**config.mk**
```make
export PLATFORM = sky130hd
export DESIGN_NAME = led_chain_driver
export DESIGN_NICKNAME = d
export VERILOG_FILES = /design/src/rtl/led_chain_driver.sv
export SDC_FILE = /design/constraint.sdc
export NUM_CORES = 1
export LEC_CHECK = 0
export CAP_MARGIN = 20
export CORE_ASPECT_RATIO = 1.5
export CORE_MARGIN = 3
export CORE_UTILIZATION = 40
export CTS_CLUSTER_SIZE = 30
export DETAILED_ROUTE_END_ITERATION = 8
export HOLD_SLACK_MARGIN = 0.15
export MAX_ROUTING_LAYER = met4
export PLACE_DENSITY_LB_ADDON = 0.12
export SLEW_MARGIN = 20
export SYNTH_ARGS = -nofsm -noshare
export SYNTH_HDL_FRONTEND = slang
export SYNTH_SLANG_ARGS = --single-unit
```
**constraint.sdc**
```tcl
create_clock -name clk -period 4.15 [get_ports clk]
set_clock_uncertainty 0.2 [all_clocks]
set_input_delay 1.0375 -clock clk [delete_from_list [all_inputs] [get_ports clk]]
set_output_delay 1.0375 -clock clk [all_outputs]
set_load 0.005 [all_outputs]
```
**src/rtl/led_chain_driver.sv**
```systemverilog
// Serial LED chain driver: takes one WIDTH-bit word per chain, shifts all
// chains out in parallel on a divided sclk, then strobes an active-low latch.
// Ports:
//   clk, rst      system clock, synchronous active-high reset
//   frame_data    channel c in bits [c*WIDTH +: WIDTH]
//   frame_valid   frame offer; frame_ready high only in IDLE
//   repeat_en     resend the held frame when nothing new is offered
//   sclk, sdata   shift clock and one data bit per chain
//   latch         active-low storage strobe, idle high
//   busy          not in IDLE
//   frame_done    one-cycle pulse as latch returns high
module led_chain_driver #(
    parameter int CHANNELS     = 1,
    parameter int WIDTH        = 16,
    parameter int DIV          = 1,
    parameter int LATCH_CYCLES = 1,
    parameter int GAP_CYCLES   = 0,
    parameter int MSB_FIRST    = 1,
    parameter int BYTE_SWAP    = 1
) (
    input  logic                      clk,
    input  logic                      rst,
    input  logic [CHANNELS*WIDTH-1:0] frame_data,
    input  logic                      frame_valid,
    output logic                      frame_ready,
    input  logic                      repeat_en,
    output logic                      sclk,
    output logic [CHANNELS-1:0]       sdata,
    output logic                      latch,
    output logic                      busy,
    output logic                      frame_done
);

    typedef enum logic [1:0] {IDLE, SHIFT, LATCH, GAP} state_t;

    localparam int NB = WIDTH / 8;

    state_t state, state_d;
    logic   load_new, load_hold, exit_now;
    logic [31:0] hcnt, bcnt, cnt;
    logic [CHANNELS-1:0][WIDTH-1:0] sr, hold, new_w, src_w;

    // Words are stored pre-ordered so the shifter always emits bit WIDTH-1.
    function automatic logic [WIDTH-1:0] prep(input logic [WIDTH-1:0] d);
        logic [WIDTH-1:0] s;
        logic [WIDTH-1:0] r;
        s = d;
        if (BYTE_SWAP != 0) begin
            for (int k = 0; k < NB; k++) begin
                s[k*8 +: 8] = d[(NB-1-k)*8 +: 8];
            end
        end
        r = s;
        if (MSB_FIRST == 0) begin
            for (int i = 0; i < WIDTH; i++) begin
                r[i] = s[WIDTH-1-i];
            end
        end
        return r;
    endfunction

    always_comb begin
        for (int c = 0; c < CHANNELS; c++) begin
            new_w[c] = prep(frame_data[c*WIDTH +: WIDTH]);
        end
        src_w = load_new ? new_w : hold;
    end

    assign frame_ready = (state == IDLE) && !rst;
    assign busy        = (state != IDLE);

    always_comb begin
        state_d   = state;
        load_new  = 1'b0;
        load_hold = 1'b0;
        exit_now  = 1'b0;
        unique case (state)
            IDLE: begin
                if (frame_valid) begin
                    state_d  = SHIFT;
                    load_new = 1'b1;
                end
            end
            SHIFT: begin
                if (hcnt == 32'(DIV-1) && sclk && bcnt == 32'(WIDTH-1)) begin
                    state_d = LATCH;
                end
            end
            LATCH: begin
                if (cnt == 32'(LATCH_CYCLES-1)) begin
                    if (GAP_CYCLES > 0) state_d = GAP;
                    else                exit_now = 1'b1;
                end
            end
            GAP: begin
                if (cnt == 32'(GAP_CYCLES-1)) exit_now = 1'b1;
            end
            default: state_d = IDLE;
        endcase
        // A pending frame goes through IDLE so it is taken by the handshake.
        if (exit_now) begin
            if (!frame_valid && repeat_en) begin
                state_d   = SHIFT;
                load_hold = 1'b1;
            end else begin
                state_d = IDLE;
            end
        end
    end

    always_ff @(posedge clk) begin
        if (rst) begin
            state      <= IDLE;
            sclk       <= 1'b0;
            sdata      <= '0;
            latch      <= 1'b1;
            frame_done <= 1'b0;
            hcnt       <= '0;
            bcnt       <= '0;
            cnt        <= '0;
            sr         <= '0;
            hold       <= '0;
        end else begin
            state      <= state_d;
            frame_done <= 1'b0;
            unique case (state)
                SHIFT: begin
                    if (hcnt == 32'(DIV-1)) begin
                        hcnt <= '0;
                        if (!sclk) begin
                            sclk <= 1'b1;
                        end else begin
                            sclk <= 1'b0;
                            if (bcnt == 32'(WIDTH-1)) begin
                                latch <= 1'b0;
                                cnt   <= '0;
                            end else begin
                                bcnt <= bcnt + 32'd1;
                                for (int c = 0; c < CHANNELS; c++) begin
                                    sdata[c] <= sr[c][WIDTH-1];
                                    sr[c]    <= sr[c] << 1;
                                end
                            end
                        end
                    end else begin
                        hcnt <= hcnt + 32'd1;
                    end
                end
                LATCH: begin
                    if (cnt == 32'(LATCH_CYCLES-1)) begin
                        latch      <= 1'b1;
                        frame_done <= 1'b1;
                        cnt        <= '0;
                    end else begin
                        cnt <= cnt + 32'd1;
                    end
                end
                GAP: cnt <= cnt + 32'd1;
                default: begin
                end
            endcase
            if (load_new || load_hold) begin
                for (int c = 0; c < CHANNELS; c++) begin
                    sdata[c] <= src_w[c][WIDTH-1];
                    sr[c]    <= src_w[c] << 1;
                end
                hcnt <= '0;
                bcnt <= '0;
                sclk <= 1'b0;
            end
            if (load_new) hold <= new_w;
        end
    end

endmodule

```
# Word-level counts from Yosys, hierarchy flattened
# Index checks and enable logic that the tools add are counted.
[op_classes]
add_sub_neg = 3
n_mul = 0
div_mod_pow = 0
order_cmp = 0
eq_ne = 12
n_shift = 0
n_mux = 35
bitwise = 2
reduce_logical = 25
[ops]
columns = ["op", "n"]
rows = [
  ["$mux 32", 5],
  ["$add 32x1->32 const B", 3],
  ["$mux 16", 6],
  ["$pmux 32 s3", 1],
  ["$logic_not 32->1", 2],
  ["$eq 32x32->1 const B", 1],
  ["$eq 32x4->1 const B", 1],
  ["$mux 1", 17],
  ["$reduce_and 4->1", 3],
  ["$reduce_bool 2->1", 5],
  ["$ne 2x2->1 const B", 4],
  ["$mux 2", 3],
  ["$ne 3x3->1 const B", 2],
  ["$reduce_bool 3->1", 2],
  ["$reduce_and 5->1", 1],
  ["$eq 2x2->1 const B", 2],
  ["$logic_and 1x1->1", 4],
  ["$pmux 1 s2", 2],
  ["$pmux 2 s2", 1],
  ["$reduce_or 2->1", 2],
  ["$reduce_and 3->1", 1],
  ["$eq 2x1->1 const B", 1],
  ["$logic_not 1->1", 2],
  ["$logic_not 2->1", 1],
  ["4 further kinds", 5],
]
[totals]
ff_bits = 133
latchBits = 0
ram_bits = 0
romBits = 0
input_bits = 20
output_inout_bits = 6
wordCells = 87
n_memories = 0

# Logic depth before layout (Yosys ltp)
# Gate-level depths: netlist of the first run.
[logic_depth]
word_depth = 7
ltp_mapped = 10
ltp_nobuf = 8

# Worst setup path before layout of the first run
# No wires, ideal clock.
[synth_timing]
kind = "input to output"
start = "input rst"
end = "output frame_ready"
t_arrival_ns = 1.665
setup_slack_ns = 1.247
cell_stages = 3
path_buffers = 2
cell_sequence = "clkbuf_1 -> clkbuf_1 -> nor2_1"
[synth_between]
elab_chain_len = 2
[synth_rtl]
columns = ["element", "line_no", "text"]
rows = [
  ["start: declaration", "22", "input logic rst,"],
  ["$logic_not 1->1", "69", "assign frame_ready = (state == IDLE) && !rst;"],
  ["$logic_and 1x1->1", "69", ""],
  ["end: declaration", "25", "output logic frame_ready,"],
]
# No other way between the ends.

# Worst setup path in the final report of the first run
# Ends and elaborated chain as after synthesis.

==> out/metrics.yaml, run 1 <==
final_layout:
  final_cell_count_no_fill: 992
  drive_above_1_share_pct: 7.86
  final_area_sq_mm: 0.00748
  area_growth_pct: 15.8
  fin_nets: 801
  diodes: 0
sta:
  max_slew_margin_pct: 37.5
  slew_violations: 0
  hold_ws_ps: 254
  fin_ws_ps: 788
  hold_viol: 0
  rsz0062_at_grt: "false"
  setup_tns_ps: 0
  fmax_ghz: 0.297
  tightest_slew_ps: 930
  final-setup-viol-count: 0
  fin_crit_sh_pct: 81.0
  period_needed_ps: 3360
yosys:
  synth.distinct_cells: 56
  synth_top_family_by_area: "simple AND/OR/NAND/NOR gates"
  ys_ff_latch: 133
  synthMuxAreaShare_pct: 0.310
  synth-simple-area-share_pct: 32.8
  synth_compound_area_share_pct: 12.5
  synth_xor_area_share_pct: 8.26
  async_flop_share_pct: 0
  synth.top_cell.area_share_pct: 41.2
  synth_ff_type: "dfxtp_1"
  synthAdderAreaFrac_pct: 0.968
  synth_nets: 790
  synth-seq-area-share_pct: 41.2
  yosys.area.top_type: "dfxtp_1"
  synth_cells: 765
  avgSynthCellArea_sq_um: 8.45
  yosysWarnings: 0
  netlist_area_sq_mm: 0.00646
  synthTopCellsByArea: "dfxtp_1 (41%), xor2_1 (7.3%), nor2_1 (5.0%)"
  synth_edf_count: 0
placement:
  place_ws_ps: 775
  place_area_sq_mm: 0.00688
  dp_hpwl_microns: 10100
  io_buffer_count: 25
  dp_cells: 960
  gp_congestion: 0.838
floorplanning:
  die_h_microns: 162
  num_io_pins: 26
  start_util_pct: 41.0
  rows: 56
  die_w_microns: 110
  die_area_sq_mm: 0.0178
  core_area_sq_mm: 0.0158
grt:
  globalRouteMet2Util_pct: 30.6
  grtUsageTotal_pct: 18.6
  grt_pass1_vias: 5596
  grt_overflow_total: 0
  use_met1_pct: 21.7
  grt_pass1_wl_microns: 26200
  grtUsageMet3_pct: 3.58
  antenna_found_initial: 0
  busiest_layer: "met2"
  grt_max_degree: 64
worst_setup_path:
  cp-start-kind: "input port"
  cp-end-kind: "primary output"
  critPathKind: "in2out"
  cp_max_fo: 2
  cp_data_required_time_ps: 2910
  worstPathArrival_ps: 2120
cts:
  cts_buffers: 17
  root_buffer: "clkbuf_16"
  tritoncts: "done"
  path_clk_slew_ps: 60
  cts-hold-fix-buffers: 0
  clock_path_buffers: 2
  cts_resized: 0
  postCtsSetupBuffers: 0
  clock_latency_ps: 420
  h-tree-depth: 4
  clock-sinks: 133
route:
  num_vias: 5622
  detail-route-antenna-nets: 0
  drtIter0Drc: 234
  routed_via_density: 5.67
  first_pass_iters: 5
  wl_microns: 15200
  avgRoutedWirePerCell_microns: 15.3
  drc: 0
power_and_ir_drop:
  vdd_drop_max_uv: 262
  pwr_density_cell_mw_per_mm2: 401
  leakage_nw: 2.47
status:
  status: "finished, final reports clean"
job:
  maxCapViolCount: 0
min_path:
  hold_class: "reg2reg"
## per-stage QoR
stage | utilization, % | power, mW
final | 47.5 | 3.00
after global routing | 47.5 | 3.12
after CTS | 47.5 | 3.04
after detailed placement | 43.6 | 1.49
after global placement | 43.6 | 1.49
after floorplan | - | 1.43
## power by group
part	switching, mW	internal, mW
Clock	0.594	0.947
Sequential	0.0157	1.30
Combinational	0.0827	0.0604
## cells in the mapped netlist (2+ instances only)
master     count
dfxtp_1      133
nor2_1        86
nand2_1       77
xor2_1        54
a21oi_1       50
nand3_1       47
nand4_1       29
and3_1        27
clkbuf_1      26
or4_1         26
o31ai_1       25
nor4_1        24
and4_1        16
buf_2         16
a221oi_1      13
o2bb2ai_1     13
inv_1         11
nor3_1        10
and2_1         9
o21ai_0        8
or3_1          7
xnor2_1        7
ha_1           5
nor4_2         4
nor4b_1        4
buf_6          3
nand2b_1       3
a22oi_1        2
mux2i_1        2
nor2b_1        2
## sequential cells by signal, indices dropped and copies added (netlist names)
signal	flops
bcnt	32
cnt	32
hcnt	32
hold	16
sr	15
state	2
frame_done	1
latch	1
sclk	1
sdata	1
## worst paths after layout
| check | start | to | slack, ps | depth (start not counted) |
|---|---|---|---|---|
| worst max register to register | hcnt[18] | sr[13] | 1150 | 6 |
| worst min-delay path | hold[12] | hold[12] | 250 | 2 |
| worst min register to register | hold[12] | hold[12] | 250 | 2 |
| worst max-delay path | rst | frame_ready | 790 | 3 |
## layout make-up
type	instances	area (sq um)
Multi-Input combinational cell	575	3560
Inverter	11	41.3
Clock inverter	15	183
Fill cell	1568	8280
Sequential cell	133	2660
Timing Repair Buffer	38	360
Tap cell	203	254
Clock buffer	17	425
## worst max-delay path, stage by stage
cell and delay [ps]:
clkdlybuf4s50_1 450, nor2_1 120, clkdlybuf4s50_1 510
## cell families after synthesis
| logic type | after synthesis |
|---|---|
| AOI/OAI and AO/OA | 119 |
| xor gates and xnor gates | 61 |
| adders and majority gates | 5 |
| buffers and inverters | 57 |
| DFF | 133 |
| muxes | 2 |
| and+or+nand+nor | 388 |
## per-layer routing
layer	vias to the layer above	share of wire, %
met3	24	2.8
met2	84	52
met4	0	1.9
met1	2685	43
met5	-	0
li1	2829	-
## cell usage in the layout, fill, tap and decap left out, types with 3 or more instances in the layout
master / instances
nor2_1: 86
clkinv_4: 3
a221oi_1: 13
o2bb2ai_1: 13
nand2b_1: 3
nand2_1: 77
inv_1: 11
and3_1: 27
nor4_2: 4
o21ai_0: 8
buf_4: 12
xnor2_1: 7
and4_1: 16
and2_1: 9
nor4_1: 24
nand3_1: 47
dfxtp_1: 133
bufinv_16: 3
ha_1: 5
or3_1: 7
clkbuf_16: 17
xor2_1: 54
nor4b_1: 3
nor3_1: 9
nand4_1: 29
clkinvlp_4: 6
a21oi_1: 50
or4_1: 26
o31ai_1: 25
clkdlybuf4s50_1: 25
No activity file was read; power rests on OpenSTA's default activity.
==> run 2: changes to the inputs <==
Clock period 4.15 ns to 3.07 ns, I/O delays scaled along.
==> run 2 against run 1 <==
Effect of this change: sequential power is 35% higher; non-clock buffer count rose by 11; core utilization rose by 0.29 points; setup slack got worse by 610 ps; combinational power rose by 42%; largest power group unchanged.
==> out/metrics.yaml, run 2 (same netlist as run 1, synthesis figures left out) <==
placement:
  gp_congestion: 0.796
  io_buffer_count: 25
  place_area_sq_mm: 0.00696
  dp_hpwl_microns: 10400
final_layout:
  final_area_sq_mm: 0.00753
  largest_registers: "bcnt x32, cnt x32, hcnt x32"
  num-fill-cells: 1558
  final_common_cell: "dfxtp_1"
  drive_above_1_share_pct: 9.13
  final_cell_mix: "dfxtp_1 (133), nor2_1 (86), nand2_1 (77)"
  fin_nets: 812
  diodes: 0
  area_growth_pct: 16.5
  final_core_util_pct: 47.8
floorplanning:
  start_util_pct: 41.0
  die_w_microns: 110
  num_io_pins: 26
  core_area_sq_mm: 0.0158
  rows: 56
  die_area_sq_mm: 0.0178
  die_h_microns: 162
sta:
  final-setup-viol-count: 0
  setup_tns_ps: 0
  fmax_ghz: 0.346
  hold_ws_ps: 255
  fin_crit_sh_pct: 94.0
  period_needed_ps: 2890
  rsz0062_at_grt: "false"
  slew_violations: 0
  max_slew_margin_pct: 41.3
  hold_viol: 0
  tightest_slew_ps: 878
cts:
  path_clk_slew_ps: 60
  clock-sinks: 133
  cts_resized: 0
  clock_latency_ps: 420
  cts-hold-fix-buffers: 0
  cts_buffers: 17
  postCtsSetupBuffers: 0
  clock_path_buffers: 2
  root_buffer: "clkbuf_16"
  tritoncts: "done"
  h-tree-depth: 4
grt:
  grt_pass1_wl_microns: 26600
  grt_overflow_total: 0
  antenna_found_initial: 0
  grt_max_degree: 59
  grt_pass1_vias: 5740
  grtUsageTotal_pct: 19.0
route:
  drtIter0Drc: 301
  first_pass_iters: 4
  avgRoutedWirePerCell_microns: 15.5
  wl_microns: 15600
  detail-route-antenna-nets: 0
  drc: 0
  routed_via_density: 5.66
  num_vias: 5677
worst_setup_path:
  worstPathArrival_ps: 1920
  cp-end-kind: "primary output"
  crit_top_cell: "clkdlybuf4s50_1"
  cp-start-kind: "input port"
  slowest_stage: "clkdlybuf4s50_1"
  max_stage_delay_ps: 530
  critPathKind: "in2out"
  cp_max_fo: 2
  cp_data_required_time_ps: 2100
  crit_chain: "clkdlybuf4s50_1, nor2_1, clkdlybuf4s50_1"
  reg2reg_slack_ps: 350
min_path:
  hold_class: "reg2reg"
job:
  maxCapViolCount: 0
power_and_ir_drop:
  fin_total_pwr_mw: 3.95
  leakage_nw: 2.52
  pwr_density_cell_mw_per_mm2: 525
  vdd_drop_max_uv: 331
status:
  status: "finished, final reports clean"
run 2: area by class of cell:
type                    count  area (sq um)  area share (%)
multi-input cells         575          3560            47.2
flip-flops and latches    133          2660            35.4
clock inverters            15           146            1.94
well taps                 203           254            3.37
inverters                  11          41.3           0.548
clock buffers              17           425            5.65
repair buffers             49           443            5.88
run 2: path summary, 6_finish.rpt:
check	from	endpoint	cells past startpoint
setup reg to reg	bcnt[0]	cnt[19]	8
hold reg to reg	hold[13]	hold[13]	2
hold / removal	hold[13]	hold[13]	2
setup / recovery	rst	frame_ready	3
run 2: report_power, final:
| part | total (mW) | switching, mW | internal, mW |
|---|---|---|---|
| logic | 0.203 | 0.115 | 0.0880 |
| clock network | 1.97 | 0.835 | 1.13 |
| registers | 1.78 | 0.0222 | 1.76 |
run 2: per-stage QoR:
stage / setup slack [ps] / instances
global placement: 162 / 971
floorplan: 701 / 765
global route: 151 / 1003
finish: 183 / 1003
CTS: 171 / 1003
detailed placement: 70.7 / 971
run 2: critical path, delay by kind of cell:
family | cells | cell delay (ps)
buf+inv | 2 | 960
simple gates | 1 | 180
run 2: per-layer routing:
metal | share of wire [%] | vias to the layer above | global-route usage [%]
met5 | 0 | - | -
met4 | 2.0 | 0 | 6.92
met3 | 2.4 | 28 | 3.86
met2 | 53 | 74 | 33.2
met1 | 43 | 2730 | 21.0
li1 | - | 2845 | -
